## src/rtl/trig_pulse_sched.sv

```systemverilog
// ---------------------------------------------------------------------------
// trig_pulse_sched
//
// Purpose:
//    Schedules one trigger at a time from a bank of per-channel pulse
//    sources. While ARMED, every channel's edge detector is enabled through
//    valid_out. The first cycle with any pulse grants exactly one channel.
//    That grant produces a single-cycle trig_out carrying the channel index,
//    then holds everything off for DEADTIME cycles. Every pulse that does not
//    become a trigger is counted in a saturating drop counter.
//
// Configuration macro:
//    TRIG_RR_EN  - defined: round-robin arbitration with a rotating pointer.
//                  undefined (default): fixed priority, lowest index wins.
//
// Parameters:
//    NCH       number of pulse channels (2..16)
//    DEADTIME  dead-time length in clk cycles (1..65535)
//    CNTW      width of the drop counter
//
// Ports:
//    clk        in   single clock, rising edge
//    reset      in   asynchronous active-high reset
//    enable     in   run request; low sends the block to IDLE
//    pulse_in   in   [NCH] single-cycle pulses from the edge detectors
//    valid_out  out  [NCH] arm signals to the edge detectors (ARMED only)
//    trig_out   out  one-cycle scheduled trigger
//    trig_ch    out  [clog2(NCH)] granted channel, valid while trig_out=1
//    busy       out  high while in DEAD
//    drop_clr   in   synchronous clear of drop_count
//    drop_count out  [CNTW] saturating count of discarded pulses
// ---------------------------------------------------------------------------
module trig_pulse_sched #(
   parameter int NCH      = 4,
   parameter int DEADTIME = 16,
   parameter int CNTW     = 16
) (
   input  logic                     clk,
   input  logic                     reset,
   input  logic                     enable,
   input  logic [NCH-1:0]           pulse_in,
   output logic [NCH-1:0]           valid_out,
   output logic                     trig_out,
   output logic [$clog2(NCH)-1:0]   trig_ch,
   output logic                     busy,
   input  logic                     drop_clr,
   output logic [CNTW-1:0]          drop_count
);

   localparam int CHW = $clog2(NCH);
   localparam int PCW = $clog2(NCH + 1);

   localparam logic [1:0] IDLE  = 2'd0;
   localparam logic [1:0] ARMED = 2'd1;
   localparam logic [1:0] DEAD  = 2'd2;

   // The dead counter counts down to zero, so it is loaded with one less
   // than the dead-time to give exactly DEADTIME cycles in DEAD.
   localparam logic [15:0] DEAD_LOAD = 16'(DEADTIME - 1);

   logic [1:0]       state_q, state_d;
   logic [15:0]      deadCnt_q, deadCnt_d;
   logic             trigOut_q, trigOut_d;
   logic [CHW-1:0]   trigCh_q, trigCh_d;
   logic [CNTW-1:0]  dropCnt_q, dropCnt_d;

   logic             anyPulse;
   logic             grantFire;
   logic [CHW-1:0]   grantIdx;
   logic [PCW-1:0]   pulseCount;
   logic [PCW-1:0]   dropInc;
   logic [CNTW:0]    dropSum;

   assign anyPulse = |pulse_in;

   // A grant only happens from ARMED with enable still high; enable falling
   // in the same cycle as a pulse wins, so that pulse becomes a drop.
   assign grantFire = (state_q == ARMED) && enable && anyPulse;

   // Number of channels pulsing this cycle, used to size the drop increment.
   always_comb begin
      pulseCount = '0;
      for (int i = 0; i < NCH; i++) begin
         pulseCount = pulseCount + PCW'(pulse_in[CHW'(i)]);
      end
   end

`ifdef TRIG_RR_EN
   logic [CHW-1:0]   ptr_q, ptr_d;
   logic [CHW:0]     candSum;
   logic [CHW-1:0]   cand;
   logic             found;

   // Round-robin search: walk the channels starting at the pointer, wrapping
   // modulo NCH, and take the first one with a pulse. The extra sum bit
   // handles the wrap for channel counts that are not a power of two.
   always_comb begin
      grantIdx = '0;
      found    = 1'b0;
      candSum  = '0;
      cand     = '0;
      for (int i = 0; i < NCH; i++) begin
         candSum = {1'b0, ptr_q} + (CHW+1)'(i);
         if (candSum >= (CHW+1)'(NCH)) begin
            candSum = candSum - (CHW+1)'(NCH);
         end
         cand = candSum[CHW-1:0];
         if (!found && pulse_in[cand]) begin
            found    = 1'b1;
            grantIdx = cand;
         end
      end
   end

   // After granting channel k the search restarts at k+1, wrapping to 0.
   always_comb begin
      ptr_d = ptr_q;
      if (grantFire) begin
         if (grantIdx == CHW'(NCH - 1)) begin
            ptr_d = '0;
         end else begin
            ptr_d = grantIdx + CHW'(1);
         end
      end
   end

   // Pointer register; cleared by reset so arbitration restarts at channel 0.
   always_ff @(posedge clk or posedge reset) begin
      if (reset) begin
         ptr_q <= '0;
      end else begin
         ptr_q <= ptr_d;
      end
   end
`else
   // Fixed priority: scanning from the top down leaves the lowest pulsing
   // index in grantIdx.
   always_comb begin
      grantIdx = '0;
      for (int i = NCH - 1; i >= 0; i--) begin
         if (pulse_in[CHW'(i)]) begin
            grantIdx = CHW'(i);
         end
      end
   end
`endif

   // State sequencing. Enable low overrides everything and aborts any dead
   // time in progress; DEAD is never resumed, re-arming always goes through
   // IDLE. By default every incoming pulse is a drop; only the grant cycle
   // keeps one pulse back as the trigger.
   always_comb begin
      state_d   = state_q;
      deadCnt_d = deadCnt_q;
      trigOut_d = 1'b0;
      trigCh_d  = trigCh_q;
      dropInc   = pulseCount;
      if (!enable) begin
         state_d   = IDLE;
         deadCnt_d = '0;
      end else begin
         case (state_q)
            IDLE: begin
               state_d = ARMED;
            end
            ARMED: begin
               if (anyPulse) begin
                  state_d   = DEAD;
                  deadCnt_d = DEAD_LOAD;
                  trigOut_d = 1'b1;
                  trigCh_d  = grantIdx;
                  dropInc   = pulseCount - PCW'(1);
               end
            end
            DEAD: begin
               if (deadCnt_q == 16'd0) begin
                  state_d = ARMED;
               end else begin
                  deadCnt_d = deadCnt_q - 16'd1;
               end
            end
            default: begin
               state_d   = IDLE;
               deadCnt_d = '0;
            end
         endcase
      end
   end

   // Drop counter: add this cycle's discarded pulses with one spare bit to
   // catch overflow and pin the count at all-ones. A clear in the same cycle
   // wins over any increment.
   always_comb begin
      dropSum   = {1'b0, dropCnt_q} + (CNTW+1)'(dropInc);
      dropCnt_d = dropSum[CNTW-1:0];
      if (dropSum[CNTW]) begin
         dropCnt_d = '1;
      end
      if (drop_clr) begin
         dropCnt_d = '0;
      end
   end

   // All state registers share the asynchronous reset, so a pending trigger
   // is cancelled the instant reset rises.
   always_ff @(posedge clk or posedge reset) begin
      if (reset) begin
         state_q   <= IDLE;
         deadCnt_q <= '0;
         trigOut_q <= 1'b0;
         trigCh_q  <= '0;
         dropCnt_q <= '0;
      end else begin
         state_q   <= state_d;
         deadCnt_q <= deadCnt_d;
         trigOut_q <= trigOut_d;
         trigCh_q  <= trigCh_d;
         dropCnt_q <= dropCnt_d;
      end
   end

   // Outputs come straight from registers: the arm and busy flags are
   // decodes of the state register, the trigger has its own flops.
   assign valid_out  = {NCH{state_q == ARMED}};
   assign busy       = (state_q == DEAD);
   assign trig_out   = trigOut_q;
   assign trig_ch    = trigCh_q;
   assign drop_count = dropCnt_q;

endmodule

```

## config.mk

```make
export PLATFORM = sky130hd
export DESIGN_NAME = trig_pulse_sched
export DESIGN_NICKNAME = d
export VERILOG_FILES = /design/src/rtl/trig_pulse_sched.sv
export SDC_FILE = /design/constraint.sdc
export NUM_CORES = 1
export LEC_CHECK = 0
export BUFFER_PORTS_ARGS = -buffer_cell sky130_fd_sc_hd__buf_2
export CAP_MARGIN = 30
export CORE_UTILIZATION = 31
export DETAILED_ROUTE_END_ITERATION = 10
export GPL_ROUTABILITY_DRIVEN = 0
export PLACE_DENSITY = 0.59
export SYNTH_ARGS = -nofsm -noshare
export SYNTH_HDL_FRONTEND = slang
export SYNTH_SLANG_ARGS = --single-unit
```

## constraint.sdc

```tcl
create_clock -name clk -period 2.75 [get_ports clk]
set_clock_uncertainty 0.2 [all_clocks]
set_input_delay 0.55 -clock clk [delete_from_list [all_inputs] [get_ports clk]]
set_output_delay 0.55 -clock clk [all_outputs]
set_load 0.01 [all_outputs]
```

# Word-level counts from Yosys, hierarchy flattened
# Index checks and enable logic that the tools add are counted.
# Widths: inputs -> output; s select.
[word_totals] word_cells=32 regBits=37 output_inout_bits=24 input_bits=8
[classes] muxes=14 add_sub_neg=1 eq_ne=6 reduce_logical=6
[op_table] cell="$mux 16" count=4
[op_table] cell="$pmux 16 s3" count=1
[op_table] cell="$logic_not 16->1" count=1
[op_table] cell="$sub 16x1->16 const B" count=1
[op_table] cell="$mux 2" count=5
[op_table] cell="$ne 3x2->1 const B" count=2
[op_table] cell="$pmux 2 s3" count=1
[op_table] cell="$reduce_and 3->1" count=2
[op_table] cell="$reduce_or 4->1" count=1
[op_table] cell="$mux 1" count=3
[op_table] cell="$ne 3x3->1 const B" count=1
[op_table] cell="$eq 2x1->1 const B" count=1
[op_table] cell="$eq 2x2->1 const B" count=1
[op_table] cell="$logic_not 2->1" count=1
[op_table] cell="$ne 2x2->1 const B" count=1
[op_table] cell="$reduce_and 2->1" count=1

# Depth between registers and ports, before layout
[logic_depth] ltp_word=4 mapped_depth=9

# Least setup slack after synthesis
# OpenSTA, ideal clock, no wires.
[synth_timing] path_type="input to register" from="input pulse_in[1]" to="register deadCnt_q[2]" arrival_ps=1737 path_slack_ps=688 cell_stages=5 n_path_buf=0 path_cell_list="or4_4 -> o21ai_4 -> o21bai_4 -> or2_2 -> o21ai_1"
[synth_via] elab_chain_cells=3
[synth_lines] element="from (decl)" line_no="41" text="input logic [NCH-1:0] pulse_in,"
[synth_lines] element="$reduce_or 4->1" line_no="74" text="assign anyPulse = |pulse_in;"
[synth_lines] element="$ne 3x2->1 (no line)"
[synth_lines] element="$reduce_and 3->1 (no line)"
[synth_lines] element="to (signal assigned)" line_no="215" text="deadCnt_q <= deadCnt_d;"
[synth_lines] element="to (decl)" line_no="62" text="logic [15:0] deadCnt_q, deadCnt_d;"
# No other way between the ends.
# A chain may end at the register's enable or synchronous reset.

# Final worst setup path
[layout_timing] from="register deadCnt_q[0]" to="register deadCnt_q[8]"
[layout_via] elab_chain_cells=4 word_cells_on_any_way=7 classes_between="add/sub: 1; eq/ne: 1; mux: 3; reduce/logical: 2"
[layout_lines] element="$sub 16x1->16" line_no="179" text="deadCnt_d = deadCnt_q - 16'd1;"
[layout_lines] element="$mux 16" line_no="176" text="if (deadCnt_q == 16'd0) begin"
[layout_lines] element="$pmux 16 s3" line_no="162" text="case (state_q)"
[layout_lines] element="$mux 16" line_no="158" text="if (!enable) begin"
# Parallel ways exist; a longest one is shown, timed or not. The select of a mux whose other input is x is not followed.

==> results.md <==
Setup path:
- By startpoint and endpoint, the worst setup path is classified as reg -> reg.
- Along the worst path, the maximum fanout reaches 5.
- Among all stages on the critical path, the largest delay is contributed by or3b_2.
- At the worst endpoint, the required time is 2.69 ns.
- On the worst path, the slowest cell contributes a delay of 0.48 ns.
- The number of buffers and inverters on the critical path is 1.
- STA classifies the critical path endpoint as a register.
- The worst register-to-register path begins at deadCnt_q[0].
- The start point of the critical path is deadCnt_q[0].
- In this design, the largest share of critical-path delay is due to simple AND/OR/NAND/NOR gates.
- The critical path startpoint category is a register.
- The arrival time at the worst endpoint is 2.23 ns.
- The signal on the critical path passes through inv_1, ha_1, or3b_2, nor3_1, a21oi_1, o21ai_0, o31ai_1.

STA:
- The number of max-slew violations in the final report is 0.
- The count of final setup violators is 0.
- The sum of negative setup slack is 0 ns.
- Setup repair after global routing left no endpoint under its margin.
- The worst path uses 83.02% of the clock period.
- The clock period could shrink to 2.283 ns.
- On the final layout, the worst hold slack is 0.2190 ns.
- The achievable clock frequency is 0.4380 GHz.
- The worst max-slew margin expressed relative to the limit is 46.13%.
- The hold violation total from the final report is 0.
- The transition time of the tightest slew-check pin is 0.8072 ns.

Clock tree:
- The source-to-sink clock delay at the later pin of the worst-skew pair is 0.27 ns.
- After clock tree synthesis, the clock-pin slew on the worst setup and hold paths is 0.09 ns.
- The maximum clock insertion buffer count is 2.
- Gates resized during post-CTS repair numbered 0.
- CTS built an H-tree with a depth of 1.
- Hold repair after CTS inserted 0 buffers.
- Counting the buffers created by CTS gives 3.
- The CTS root buffer is clkbuf_8.
- The CTS tree is built.
- The number of sinks handled by clock tree synthesis is 20.
- After clock tree synthesis, the setup repair step added 0 buffers.

Detailed routing:
- For this run, design rule violations remaining after detail routing come to 0.
- The detail route stage leaves a number of antenna-violating nets equal to 0.
- The detailed-route wire length is 2735 µm.
- The routed layout has 1148 vias.
- The via count normalized by instance count is 5.013.
- The number of detailed-route iterations in the first pass is 4.
- In the final routed layout, each cell accounts on average for 11.94 µm.
- The number of design-rule violations left by the first detailed-router iteration is 43.

Floorplanning:
- The floorplan has 24 rows.
- The die span in y is 69.83 µm.
- 32 I/O pins were placed.
- The floorplan step set the die width to 69.83 µm.
- The area of the die is 4876 µm².
- The initial utilization of the core area, before any placement, comes to 32.53%.
- The region available for standard cell placement spans 4384 µm².

Outcome:
- The run finished with clean final reports.

Power and ir drop:
- In this run the static leakage power is 0.6967 nW.
- The total power of the final layout is 1.415 mW.
- IR analysis of the VDD net gives a maximum drop of 0.3973 mV.
- The power per cell area is 920.7 nW/µm².

Yosys:
- The average instance in the mapped netlist occupies 8.593 µm².
- The synthesized-area fraction occupied by xor and xnor cells is 1.842%.
- Sequential cells were found to cover 35.09% of the synthesized design area.
- The synthesized area is 1426 µm².
- The count of flip-flops with a built-in enable after synthesis is 0.
- The synthesized netlist devotes 4.386% of its cell area to adder and majority cells.
- The multiplexer share of the synthesized area is 0%.
- In the synthesized netlist the dominant register cell turns out to be dfrtp_1.
- Yosys mapped the design onto 35 distinct sky130hd cell types.
- The synthesized design spends more area on one cell type than any other, namely dfrtp_1.
- The share of synthesized area in the top cell type comes to 35.09%.
- The synthesized netlist devotes 24.39% of its cell area to simple gates.
- The share of flip-flops with an asynchronous set or reset after synthesis is 100.0%.
- The synthesized instance count is 166.
- After synthesis the netlist holds a flip-flop and latch count of 20.
- By area, the combinational part of the netlist is dominated by simple AND/OR/NAND/NOR gates.
- By area the synthesized netlist is led by dfrtp_1 35%, buf_4 11%, o21ai_0 5.6%.
- The synthesized netlist devotes 19.21% of its cell area to compound gates.
- The number of synthesis warnings is 0.

Hold path:
- The tightest min-delay check is of the in -> async type.

Global route:
- The residual overflow from global routing is 0.
- The number of global-route vias before repair is 1029.
- Global routing consumed, over all layers together, 12.06% of the routing resources.
- The first global-routing pass estimated 4698 µm of wire.
- The number of antenna violations at the first check in global routing is 0.
- Entering global routing, the biggest net connects 21 pins.

Placed design:
- Buffers placed on the I/O ports in this run total 13.
- Summed over all nets, the half-perimeter wirelength after detailed placement is 1971 µm.

Cells and area:
- The area overhead of the layout relative to synthesis is 7.719%.
- The count of antenna diodes in the layout is 0.
- The layout has 449 filler cells.
- In the final layout, the share of cells above drive strength 1 is 18.64%.
- At the end of the flow, the number of nets in the layout was 191.

Flow run:
- The tool flagged a number of max-cap violations equal to 0.
==> metal layers <==
metal,track usage [%],wire length (µm),up-vias
met4,4.889,38,0
met3,3.488,93,5
met1,16.24,1348,540
li1,-,-,583
met5,0,0,-
met2,18.06,1255,20
==> registers in the layout, summed over array words and instances (netlist names) <==
signal,count
trig_ch,1
deadCnt_q,16
trig_out,1
state_q,2
==> report_power, final <==
| group | internal (mW) | total, mW | leakage, nW | switching, mW |
|---|---|---|---|---|
| registers | 0.347 | 0.403 | 0.272 | 0.0564 |
| clock network | 0.195 | 0.306 | 0.0357 | 0.111 |
| logic | 0.288 | 0.705 | 0.389 | 0.417 |
| total | 0.829 | 1.41 | 0.697 | 0.585 |
==> cell type report <==
type                            instances  area, µm²  share of cell area, %
Clock buffer                            3      41.29                  2.687
Clock inverter                          1      30.03                  1.954
Inverter                               10      37.54                  2.443
Multi-Input combinational cell        127      774.5                  50.41
Sequential cell                        20      500.5                  32.57
Tap cell                               52      65.06                  4.235
Timing Repair Buffer                   16      87.58                  5.700
==> placed cells by master (no fill, tap or decap), types with 4 or more instances in the layout <==
master / n
a21oi_1: 9
dfrtp_1: 20
nor3_1: 6
nor2_1: 10
conb_1: 17
nand2_1: 13
o21ai_0: 16
nor4_1: 4
buf_2: 13
nand3_1: 7
ha_1: 5
inv_1: 10
o31ai_1: 5
==> cell usage after synthesis (2+ instances only) <==
| cell | number |
|---|---|
| a21oi_1 | 9 |
| a31oi_1 | 3 |
| buf_2 | 4 |
| buf_4 | 20 |
| dfrtp_1 | 20 |
| ha_1 | 5 |
| inv_1 | 10 |
| nand2_1 | 13 |
| nand3_1 | 7 |
| nor2_1 | 10 |
| nor2b_1 | 2 |
| nor3_1 | 6 |
| nor3_2 | 2 |
| nor4_1 | 4 |
| nor4_2 | 3 |
| o21ai_0 | 16 |
| o21ai_1 | 3 |
| o22a_1 | 2 |
| o31ai_1 | 5 |
| o41ai_1 | 2 |
| or2_2 | 2 |
| or4_1 | 3 |
| xnor2_1 | 3 |
==> path summary, 6_finish.rpt <==
| kind | to | slack, ns | cells after the start |
|---|---|---|---|
| worst max register to register | deadCnt_q[8] | 0.47 | 7 |
| max in group asynchronous | deadCnt_q[8] | 1.61 | 2 |
| worst min-delay path | deadCnt_q[10] | 0.22 | 2 |
| worst max-delay path | deadCnt_q[8] | 0.47 | 7 |
| min in group clk | trig_ch[0] | 0.29 | 2 |
| worst min register to register | trig_ch[0] | 0.30 | 2 |
==> cells by family (layout without fill, tap and decap cells) <==
logic type               Yosys count  in the layout
other                              1             17
flip-flops                        20             20
AO/OA/AOI/OAI                     43             43
adder cells (fa/ha/maj)            5              5
XOR/XNOR                           3              3
buffers and inverters             35             30
AND/OR/NAND/NOR                   59             59
==> through the flow <==
| stage | instance area, µm² | utilization, % | cells | worst slack [ns] |
|---|---|---|---|---|
| after CTS | 1536 | 35.05 | 229 | 0.4760 |
| after global placement | 1465 | 33.42 | 225 | 0.3934 |
| after global routing | 1536 | 35.05 | 229 | 0.3043 |
| after detailed placement | 1465 | 33.42 | 225 | 0.3933 |
| after floorplan | 1486 | - | 182 | 0.6879 |
| final | 1536 | 35.05 | 229 | 0.4670 |
No activity file was read; power rests on OpenSTA's default activity.
